`src/rtl/dc_pkg.sv`:
```
// dc_pkg
// Shared definitions for the delay-compensation segment generator and its
// receive-side parser: framing characters, segment geometry, the payload
// layout and the transmit FSM state encoding.
package dc_pkg;

    localparam logic [7:0] K_START         = 8'h5C;
    localparam logic [7:0] K_STOP          = 8'h3C;
    localparam logic [7:0] DC_SEGMENT_ADDR = 8'hFF;

    localparam int SEGMENT_BYTES_COUNT  = 16;
    localparam int CHECKSUM_BYTES_COUNT = 2;

    // Big-endian on the wire: delay[31:24] is the first payload byte sent.
    typedef struct packed {
        logic [31:0] delay;
        logic [31:0] status;
        logic [31:0] reserved;
        logic [31:0] topoid;
    } dc_payload_t;

    typedef enum logic [2:0] {
        ST_IDLE,
        ST_ADDR,
        ST_DATA,
        ST_STOP,
        ST_SUM_HI,
        ST_SUM_LO
    } dc_state_t;

    // Byte idx of the payload, idx 15 = most significant byte.
    function automatic logic [7:0] payload_byte(input dc_payload_t p, input logic [3:0] idx);
        logic [127:0] w_flat;
        w_flat = p;
        return w_flat[{idx, 3'b000} +: 8];
    endfunction

endpackage

```
`src/rtl/dc_checksum_m.sv`:
```
// dc_checksum_m
// 16-bit subtractive checksum used by the DC segment. init reloads 0xFFFF,
// acc_en subtracts one byte (modulo 2^16). init wins over acc_en.
// Ports:
//   i_clk, i_rst_n   clock, async active-low reset
//   i_init           reload the checksum with 0xFFFF
//   i_acc_en         subtract i_acc_byte from the checksum
//   i_acc_byte       byte to subtract
//   o_sum            current checksum value
module dc_checksum_m (
    input  logic        i_clk,
    input  logic        i_rst_n,
    input  logic        i_init,
    input  logic        i_acc_en,
    input  logic [7:0]  i_acc_byte,
    output logic [15:0] o_sum
);

    logic [15:0] r_sum;

    always_ff @(posedge i_clk or negedge i_rst_n) begin
        if (!i_rst_n) begin
            r_sum <= 16'hFFFF;
        end else if (i_init) begin
            r_sum <= 16'hFFFF;
        end else if (i_acc_en) begin
            r_sum <= r_sum - {8'h00, i_acc_byte};
        end
    end

    assign o_sum = r_sum;

endmodule

```
`src/rtl/dc_segment_tx_m.sv`:
```
// dc_segment_tx_m
// Master-side generator of the delay-compensation segment. Byte slots
// alternate between the distributed bus (phase 0) and segment data (phase 1).
// Frame on the data slots: K_START, address, 16 payload bytes, K_STOP,
// checksum high, checksum low. Idle data slots carry 0x00.
//
// Optional build macro: DC_TX_SEQNUM_EN -- when defined, the reserved payload
// word carries a 32-bit frame sequence counter incremented on every sent.
//
// Ports:
//   i_clk, i_rst_n    transmit byte clock, async active-low reset
//   i_valid           byte-slot enable; nothing advances while low
//   i_dbus            distributed-bus byte for phase-0 slots
//   i_delay           propagation delay (zero-extended to 32 bits)
//   i_status          link status (3 bits, zero-extended)
//   i_topoid          topology ID
//   i_force           request a segment now (any cycle)
//   o_tx_data/o_tx_isk  output byte and K flag
//   o_tx_valid        registered copy of i_valid
//   o_busy            segment in progress (start slot .. checksum low slot)
//   o_sent            one-cycle pulse with the last checksum byte
//
// state     | meaning
// ST_IDLE   | no frame; data slots emit 0x00, start when a request is pending
// ST_ADDR   | emit segment address
// ST_DATA   | emit payload byte r_idx (15 down to 0)
// ST_STOP   | emit stop comma
// ST_SUM_HI | emit checksum[15:8]
// ST_SUM_LO | emit checksum[7:0], pulse sent
module dc_segment_tx_m
    import dc_pkg::*;
#(
    parameter int DELAY_WIDTH = 32,
    parameter int PERIOD      = 1024
) (
    input  logic                   i_clk,
    input  logic                   i_rst_n,
    input  logic                   i_valid,
    input  logic [7:0]             i_dbus,
    input  logic [DELAY_WIDTH-1:0] i_delay,
    input  logic [2:0]             i_status,
    input  logic [31:0]            i_topoid,
    input  logic                   i_force,
    output logic [7:0]             o_tx_data,
    output logic                   o_tx_isk,
    output logic                   o_tx_valid,
    output logic                   o_busy,
    output logic                   o_sent
);

    // A frame occupies 21 data slots; shorter periods would overrun it.
    localparam int P_EFF = (PERIOD == 0) ? 0 : ((PERIOD < 21) ? 21 : PERIOD);
    localparam logic [31:0] PERIOD_LAST = (P_EFF == 0) ? 32'd0 : 32'(P_EFF - 1);
    localparam bit PERIOD_EN = (P_EFF != 0);

    dc_state_t   r_state;
    logic [3:0]  r_idx;
    dc_payload_t r_payload;
    logic        r_phase;
    logic        r_pending;
    logic [31:0] r_period_cnt;

    logic [7:0]  r_tx_data;
    logic        r_tx_isk;
    logic        r_tx_valid;
    logic        r_busy;
    logic        r_sent;

    logic        w_data_slot;
    logic        w_start;
    logic        w_wrap;
    logic        w_last_slot;
    logic [7:0]  w_cur_byte;
    logic        w_cks_acc;
    logic [7:0]  w_cks_byte;
    logic [15:0] w_cks_sum;
    logic [31:0] w_reserved;
    dc_payload_t w_live_payload;

    assign w_data_slot = i_valid & r_phase;
    assign w_start     = w_data_slot & (r_state == ST_IDLE) & r_pending;
    assign w_wrap      = PERIOD_EN & w_data_slot & (r_period_cnt == PERIOD_LAST);
    assign w_last_slot = w_data_slot & (r_state == ST_SUM_LO);
    assign w_cur_byte  = payload_byte(r_payload, r_idx);
    assign w_cks_acc   = w_data_slot & ((r_state == ST_ADDR) | (r_state == ST_DATA));
    assign w_cks_byte  = (r_state == ST_ADDR) ? DC_SEGMENT_ADDR : w_cur_byte;

`ifdef DC_TX_SEQNUM_EN
    logic [31:0] r_seq;

    always_ff @(posedge i_clk or negedge i_rst_n) begin
        if (!i_rst_n) begin
            r_seq <= '0;
        end else if (w_last_slot) begin
            r_seq <= r_seq + 32'd1;
        end
    end

    assign w_reserved = r_seq;
`else
    assign w_reserved = '0;
`endif

    always_comb begin
        w_live_payload          = '0;
        w_live_payload.delay    = 32'(i_delay);
        w_live_payload.status   = {29'b0, i_status};
        w_live_payload.reserved = w_reserved;
        w_live_payload.topoid   = i_topoid;
    end

    dc_checksum_m u_checksum (
        .i_clk      (i_clk),
        .i_rst_n    (i_rst_n),
        .i_init     (w_start),
        .i_acc_en   (w_cks_acc),
        .i_acc_byte (w_cks_byte),
        .o_sum      (w_cks_sum)
    );

    // Free-running data-slot counter; keeps counting while a frame is busy.
    always_ff @(posedge i_clk or negedge i_rst_n) begin
        if (!i_rst_n) begin
            r_period_cnt <= '0;
        end else if (w_data_slot && PERIOD_EN) begin
            if (w_wrap) begin
                r_period_cnt <= '0;
            end else begin
                r_period_cnt <= r_period_cnt + 32'd1;
            end
        end
    end

    // One-deep request flag; a new request on the start slot is kept.
    always_ff @(posedge i_clk or negedge i_rst_n) begin
        if (!i_rst_n) begin
            r_pending <= 1'b0;
        end else begin
            r_pending <= (r_pending & ~w_start) | i_force | w_wrap;
        end
    end

    always_ff @(posedge i_clk or negedge i_rst_n) begin
        if (!i_rst_n) begin
            r_state    <= ST_IDLE;
            r_idx      <= '0;
            r_payload  <= '0;
            r_phase    <= 1'b0;
            r_tx_data  <= '0;
            r_tx_isk   <= 1'b0;
            r_tx_valid <= 1'b0;
            r_busy     <= 1'b0;
            r_sent     <= 1'b0;
        end else if (!i_valid) begin
            r_tx_valid <= 1'b0;
            r_sent     <= 1'b0;
        end else begin
            r_tx_valid <= 1'b1;
            r_phase    <= ~r_phase;
            r_sent     <= 1'b0;
            if (!r_phase) begin
                r_tx_data <= i_dbus;
                r_tx_isk  <= 1'b0;
                r_busy    <= (r_state != ST_IDLE);
            end else begin
                case (r_state)
                    ST_IDLE: begin
                        if (r_pending) begin
                            r_tx_data <= K_START;
                            r_tx_isk  <= 1'b1;
                            r_busy    <= 1'b1;
                            r_payload <= w_live_payload;
                            r_state   <= ST_ADDR;
                        end else begin
                            r_tx_data <= 8'h00;
                            r_tx_isk  <= 1'b0;
                            r_busy    <= 1'b0;
                        end
                    end
                    ST_ADDR: begin
                        r_tx_data <= DC_SEGMENT_ADDR;
                        r_tx_isk  <= 1'b0;
                        r_busy    <= 1'b1;
                        r_idx     <= 4'(SEGMENT_BYTES_COUNT - 1);
                        r_state   <= ST_DATA;
                    end
                    ST_DATA: begin
                        r_tx_data <= w_cur_byte;
                        r_tx_isk  <= 1'b0;
                        r_busy    <= 1'b1;
                        r_idx     <= r_idx - 4'd1;
                        if (r_idx == 4'd0) begin
                            r_state <= ST_STOP;
                        end
                    end
                    ST_STOP: begin
                        r_tx_data <= K_STOP;
                        r_tx_isk  <= 1'b1;
                        r_busy    <= 1'b1;
                        r_state   <= ST_SUM_HI;
                    end
                    ST_SUM_HI: begin
                        r_tx_data <= w_cks_sum[15:8];
                        r_tx_isk  <= 1'b0;
                        r_busy    <= 1'b1;
                        r_state   <= ST_SUM_LO;
                    end
                    ST_SUM_LO: begin
                        r_tx_data <= w_cks_sum[7:0];
                        r_tx_isk  <= 1'b0;
                        r_busy    <= 1'b1;
                        r_sent    <= 1'b1;
                        r_state   <= ST_IDLE;
                    end
                    default: begin
                        r_tx_data <= 8'h00;
                        r_tx_isk  <= 1'b0;
                        r_busy    <= 1'b0;
                        r_state   <= ST_IDLE;
                    end
                endcase
            end
        end
    end

    assign o_tx_data  = r_tx_data;
    assign o_tx_isk   = r_tx_isk;
    assign o_tx_valid = r_tx_valid;
    assign o_busy     = r_busy;
    assign o_sent     = r_sent;

endmodule

```
`config.mk`:
```
export PLATFORM = sky130hd
export DESIGN_NAME = dc_segment_tx_m
export DESIGN_NICKNAME = d
export VERILOG_FILES = /design/src/rtl/dc_pkg.sv /design/src/rtl/dc_checksum_m.sv /design/src/rtl/dc_segment_tx_m.sv
export SDC_FILE = /design/constraint.sdc
export NUM_CORES = 1
export LEC_CHECK = 0
export ABC_AREA = 1
export BUFFER_PORTS_ARGS = -buffer_cell sky130_fd_sc_hd__buf_2
export CORE_ASPECT_RATIO = 0.8
export CORE_MARGIN = 3
export CORE_UTILIZATION = 40
export DETAILED_ROUTE_END_ITERATION = 12
export MAX_ROUTING_LAYER = met4
export PLACE_DENSITY = 0.64
export SYNTH_ARGS = -nofsm -noshare
export SYNTH_HDL_FRONTEND = slang
export SYNTH_SLANG_ARGS = --single-unit
```
`constraint.sdc`:
```
create_clock -name i_clk -period 5.91 [get_ports i_clk]
set_input_delay 0.8865 -clock i_clk [delete_from_list [all_inputs] [get_ports i_clk]]
set_output_delay 0.8865 -clock i_clk [all_outputs]
set_load 0.02 [all_outputs]
```
# Yosys cells after proc, flatten, opt, wreduce, memory -nomap -nowiden
# Index checks and enable logic that the tools add are counted.
# Widths: inputs -> output; s select.
# word_totals
register_bits	136
out_inout_bits	12
wordCells	66
in_bits	79
# op_classes
bitwise	11
n_mux	20
n_eq_ne	8
shifts	1
n_reduce_logical	9
addsub	3
# op_table
operator	count
$shiftx 128x8->8	1
$pmux 8 s6	1
$add 32x1->32 const B	1
$eq 32x10->1 const B	1
$mux 16	2
$mux 32	1
$mux 8	2
$sub 16x8->16	1
$pmux 3 s5	1
$pmux 4 s2	1
$reduce_and 4->1	2
$mux 1	7
$mux 7	1
$and 1x1->1	6
$eq 3x2->1 const B	2
$eq 3x3->1 const B	2
$mux 3	2
$reduce_or 5->1	1
$logic_not 4->1	1
$pmux 1 s2	2
$reduce_bool 2->1	2
$sub 4x1->4 const B	1
$eq 3x1->1 const B	1
$logic_not 3->1	1
6 further kinds	9

# Depth between registers and ports, before layout
# depth
word_depth	7
ltp_mapped	20
depth_no_buf	18

# By module
# Synthesis repeated with hierarchy kept, for this count alone.
# unflattened
hier_cells	1136
hier_area_um2	8072.7
# modules_own_cells
module	seq_area_each_um2	area_per_inst_um2	n_inst	cells_each
dc_segment_tx_m	3002.9	6772.7	1	948
dc_checksum_m	420.4	1300.0	1	188

# Worst setup path after synthesis
# No wires, ideal clock.
# synth_path
kind	reg-to-reg
start	reg r_idx[0]
end	reg u_checksum.r_sum[14] (netlist: u_checksum.o_sum[14])
setup_slack_ns	3.688
arrival_ns	2.162
period_less_slack_ns	2.222
stages_incl_launch_ff	18
setup_ns	0.060
t_required_ns	5.850
n_path_buf	2
cell_sequence	dfrtp_1 > clkbuf_1 > inv_1 > buf_2 > nand2_1 > nand3_1 > nand3_1 > nand3_1 > ha_1 > inv_1 > fa_1 > nand3_1 > nand2_1 > a21oi_1 > nand3b_1 > nand2_1 > nand2_1 > nand2_1
# synth_via
elab_chain_cells	5
# synth_lines
element	line_no	source
from (decl)	dc_segment_tx_m.sv:57	logic [3:0] r_idx;
from (signal assigned)	dc_segment_tx_m.sv:184	r_idx <= 4'(SEGMENT_BYTES_COUNT - 1);
from (signal assigned)	dc_segment_tx_m.sv:191	r_idx <= r_idx - 4'd1;
$shiftx 128x8->8	dc_pkg.sv:35	return w_flat[{idx, 3'b000} +: 8];
$mux 8	dc_segment_tx_m.sv:86	assign w_cks_byte = (r_state == ST_ADDR) ? DC_SEGMENT_ADDR : w_cur_byte;
$sub 16x8->16	dc_checksum_m.sv:27	r_sum <= r_sum - {8'h00, i_acc_byte};
$mux 16	dc_checksum_m.sv:26	end else if (i_acc_en) begin
$mux 16	dc_checksum_m.sv:24	end else if (i_init) begin
to (signal assigned)	dc_checksum_m.sv:27	
to (decl)	dc_checksum_m.sv:19	logic [15:0] r_sum;
# Every way passes these cells. The select of a mux whose other input is x is not followed.
# A chain may end at the register's enable or synchronous reset.

# Final worst setup path
# Same ends and word-level chain as after synthesis.

==> results.ini <==
[sta]
period_minus_slack_ps = 3350
final-hold-violation-count = 0
fin_tns_setup_ps = 0
period_share_pct = 56.7
grt_setup_unrepaired = false
fmax_ghz = 0.299
worst_slack_ps = 2560
tightestPinTransition_ps = 984
holdWs_ps = 476
slew_viol_final = 0
slew_headroom_pct = 34.3
fin_worst_skew_ps = 7.45
setup_viol = 0

[routing]
wl_mm = 21.8
route.detailed.drc = 0
dr.pass1.iters = 5
drtIter0Drc = 709
wl_per_cell_um = 15.2
via_per_inst = 5.03
vias = 7205
drtAntennaViolNets = 0

[floorplan]
design.die.area_um2 = 21300
pin_count = 91
initial_utilization_pct = 41.0
rows = 45
fp.coreArea_um2 = 19100
die_width_um = 162
chipHeight_um = 131

[worst_setup_path]
required_ps = 6280
crit_type = flop to flop
reg2reg_from = r_idx[0]
worstPathMaxFanout = 41
cp.arrival_ps = 3720
cp-startpoint = r_idx[0]
end_kind = flop
start_kind = flop

[power_and_ir_drop]
swShare_pct = 42.9
switchingPower_mw = 2.00
p_seq_share_pct = 33.5
power_frac_comb_pct = 42.5
p_leak_nw = 4.56
p_int_mw = 2.67
ir_worst_vdd_v = 0.000220
powerDensity_nw_per_um2 = 518
power_mw = 4.68
clkPwrFrac_pct = 24.0

[logic_synthesis]
syn_nets = 1174
yosys.area.top_type = dfrtp_1
synthTopCellsByArea = dfrtp_1, nand2_1, inv_1, nand3_1, dfstp_2
ys_types = 45
synthCells = 1084
ys_ff_latch = 136
ys_warn_count = 0
synth_top_area_share_pct = 38.4
yosysSeqAreaShare_pct = 43.8
avgSynthCellArea_um2 = 7.21
syn-cell-area_um2 = 7820

[clock_tree]
postCtsHoldBufs = 0
post_cts_buffers = 0
insertion_delay_ps = 430
tritoncts = built
clk_path_buf_depth = 2
cts.repair.resized = 0
cts.sinks = 136
cts_buffers = 17
cts-root-buf = clkbuf_16
clkSlewWorstSetupHoldPaths_ps = 60
cts_max_level = 4

[finish]
fin_nets = 1252
fillCellCount = 1913
multiInputGateArea_um2 = 3660
register_area_um2 = 3420
synthToLayoutAreaGrowth_pct = 15.4
drive_above_1_share_pct = 15.6
diodes = 0

[global_routing]
busiest_layer = met1
antenna_found_initial = 0
overflow = 0
track_usage_pct = 21.6
grt_pass1_wl_mm = 34.5
grt_pass1_vias = 6438
use_met2_pct = 28.8
grt_max_degree = 82
grt_use_met3_pct = 4.52
grt_util_met1_pct = 33.0

[placed_design]
place_congestion = 0.987
dp_hpwl_mm = 15.8
port_buffers = 90
dpl_worst_slack_ps = 2500

[min_path]
hp-class = flop to flop
hp-start = r_payload[115]

[job]
max_cap_violations = 0

[outcome]
outcome = completed

registers in the layout (all words and copies together) (netlist names):
register	flops
o_tx_data	8
r_payload	67
r_pending	1
o_tx_valid	1
o_tx_isk	1
o_sent	1
o_busy	1
r_idx	4
r_period_cnt	32
r_state	3
u_checksum.o_sum	16
r_phase	1
through the flow:
stage | cells | cell area, um^2 | utilization [%]
floorplan | 1084 | 7820 | -
global placement | 1401 | 8410 | 44.1
detailed placement | 1401 | 8410 | 44.1
CTS | 1433 | 9020 | 47.3
global route | 1433 | 9020 | 47.3
finish | 1433 | 9020 | 47.3
worst max-delay path, cell delays in order (launching register included):
cell and delay [ps]:
dfrtp_1 320, buf_4 380, inv_1 560, nand2_1 180, nand3_1 80, nand2_1 100, nand2_1 80, nand3_1 130
ha_1 150, inv_1 60, fa_1 410, nand3_1 100, nand2_1 170, a21oi_1 220, nand3b_1 120, nand2_1 80
nand2_1 50, nand2_1 60
power by group through the flow:
stage / Combinational (mW) / Clock (mW) / Sequential (mW)
floorplan: 1.48 / 0 / 1.53
global placement: 1.94 / 0 / 1.57
detailed placement: 1.96 / 0 / 1.57
CTS: 1.97 / 1.14 / 1.56
global route: 2.27 / 1.19 / 1.61
finish: 1.99 / 1.12 / 1.57
cell type report:
cell class | instances | share of cell area, %
clock buffers | 17 | 4.71
well taps | 258 | 3.58
flip-flops and latches | 136 | 37.9
clock inverters | 15 | 2.12
inverters | 136 | 5.66
multi-input cells | 777 | 40.6
repair buffers | 94 | 5.39
synth_stat cells, drive strengths merged:
library cell / n
a22oi: 1
a22o: 8
or2: 5
a31oi: 6
buf: 28
o22ai: 7
xor2: 6
nor3b: 1
o211a: 1
o221ai: 1
nand3b: 4
o21a: 1
nor3: 19
o21ai: 71
nand2: 399
nand4: 15
and3: 1
o21bai: 2
fa: 1
inv: 136
xnor2: 3
ha: 10
a21oi: 13
clkbuf: 7
dfrtp: 120
nor2: 94
o211ai: 11
nand3: 97
dfstp: 16
layer usage:
metal / wire length, um / vias up
met2: 8840 / 251
li1: - / 3611
met3: 1600 / 14
met5: 0 / -
met1: 11100 / 3329
met4: 169 / 0
cells in the final DEF (no fill, tap or decap), drive strengths merged:
cell      count
clkbuf       17
bufinv        3
xor2          6
nor3b         1
ha           10
inv         142
o21a          1
o211ai       11
a31oi         6
o21bai        2
dfstp        16
and3          1
o211a         1
nand4        15
a21oi        13
nor2         94
clkinv        3
clkinvlp      3
a22o          8
or2           5
xnor2         3
o21ai        71
o221ai        1
dfrtp       120
a22oi         1
o22ai         7
buf          94
nand3        97
fa            1
nand3b        4
nand2       399
nor3         19
logic make-up after synthesis:
family,Yosys count,share of synthesized area [%]
AO/OA/AOI/OAI,122,9.04
XOR/XNOR,9,1.01
adder cells (fa/ha/maj),11,1.86
buffers and inverters,171,9.35
flip-flops,136,43.8
AND/OR/NAND/NOR,635,35.0
final timing paths:
kind,endpoint,cells after the start,slack (ps)
max in group asynchronous,r_payload[17],2,4150
min reg2reg,r_payload[115],2,480
max,u_checksum.o_sum[14],17,2560
max reg2reg,u_checksum.o_sum[14],17,2560
min in group asynchronous,r_period_cnt[10],1,510
min,r_payload[115],2,480
Power figures use the tool's default switching activity.
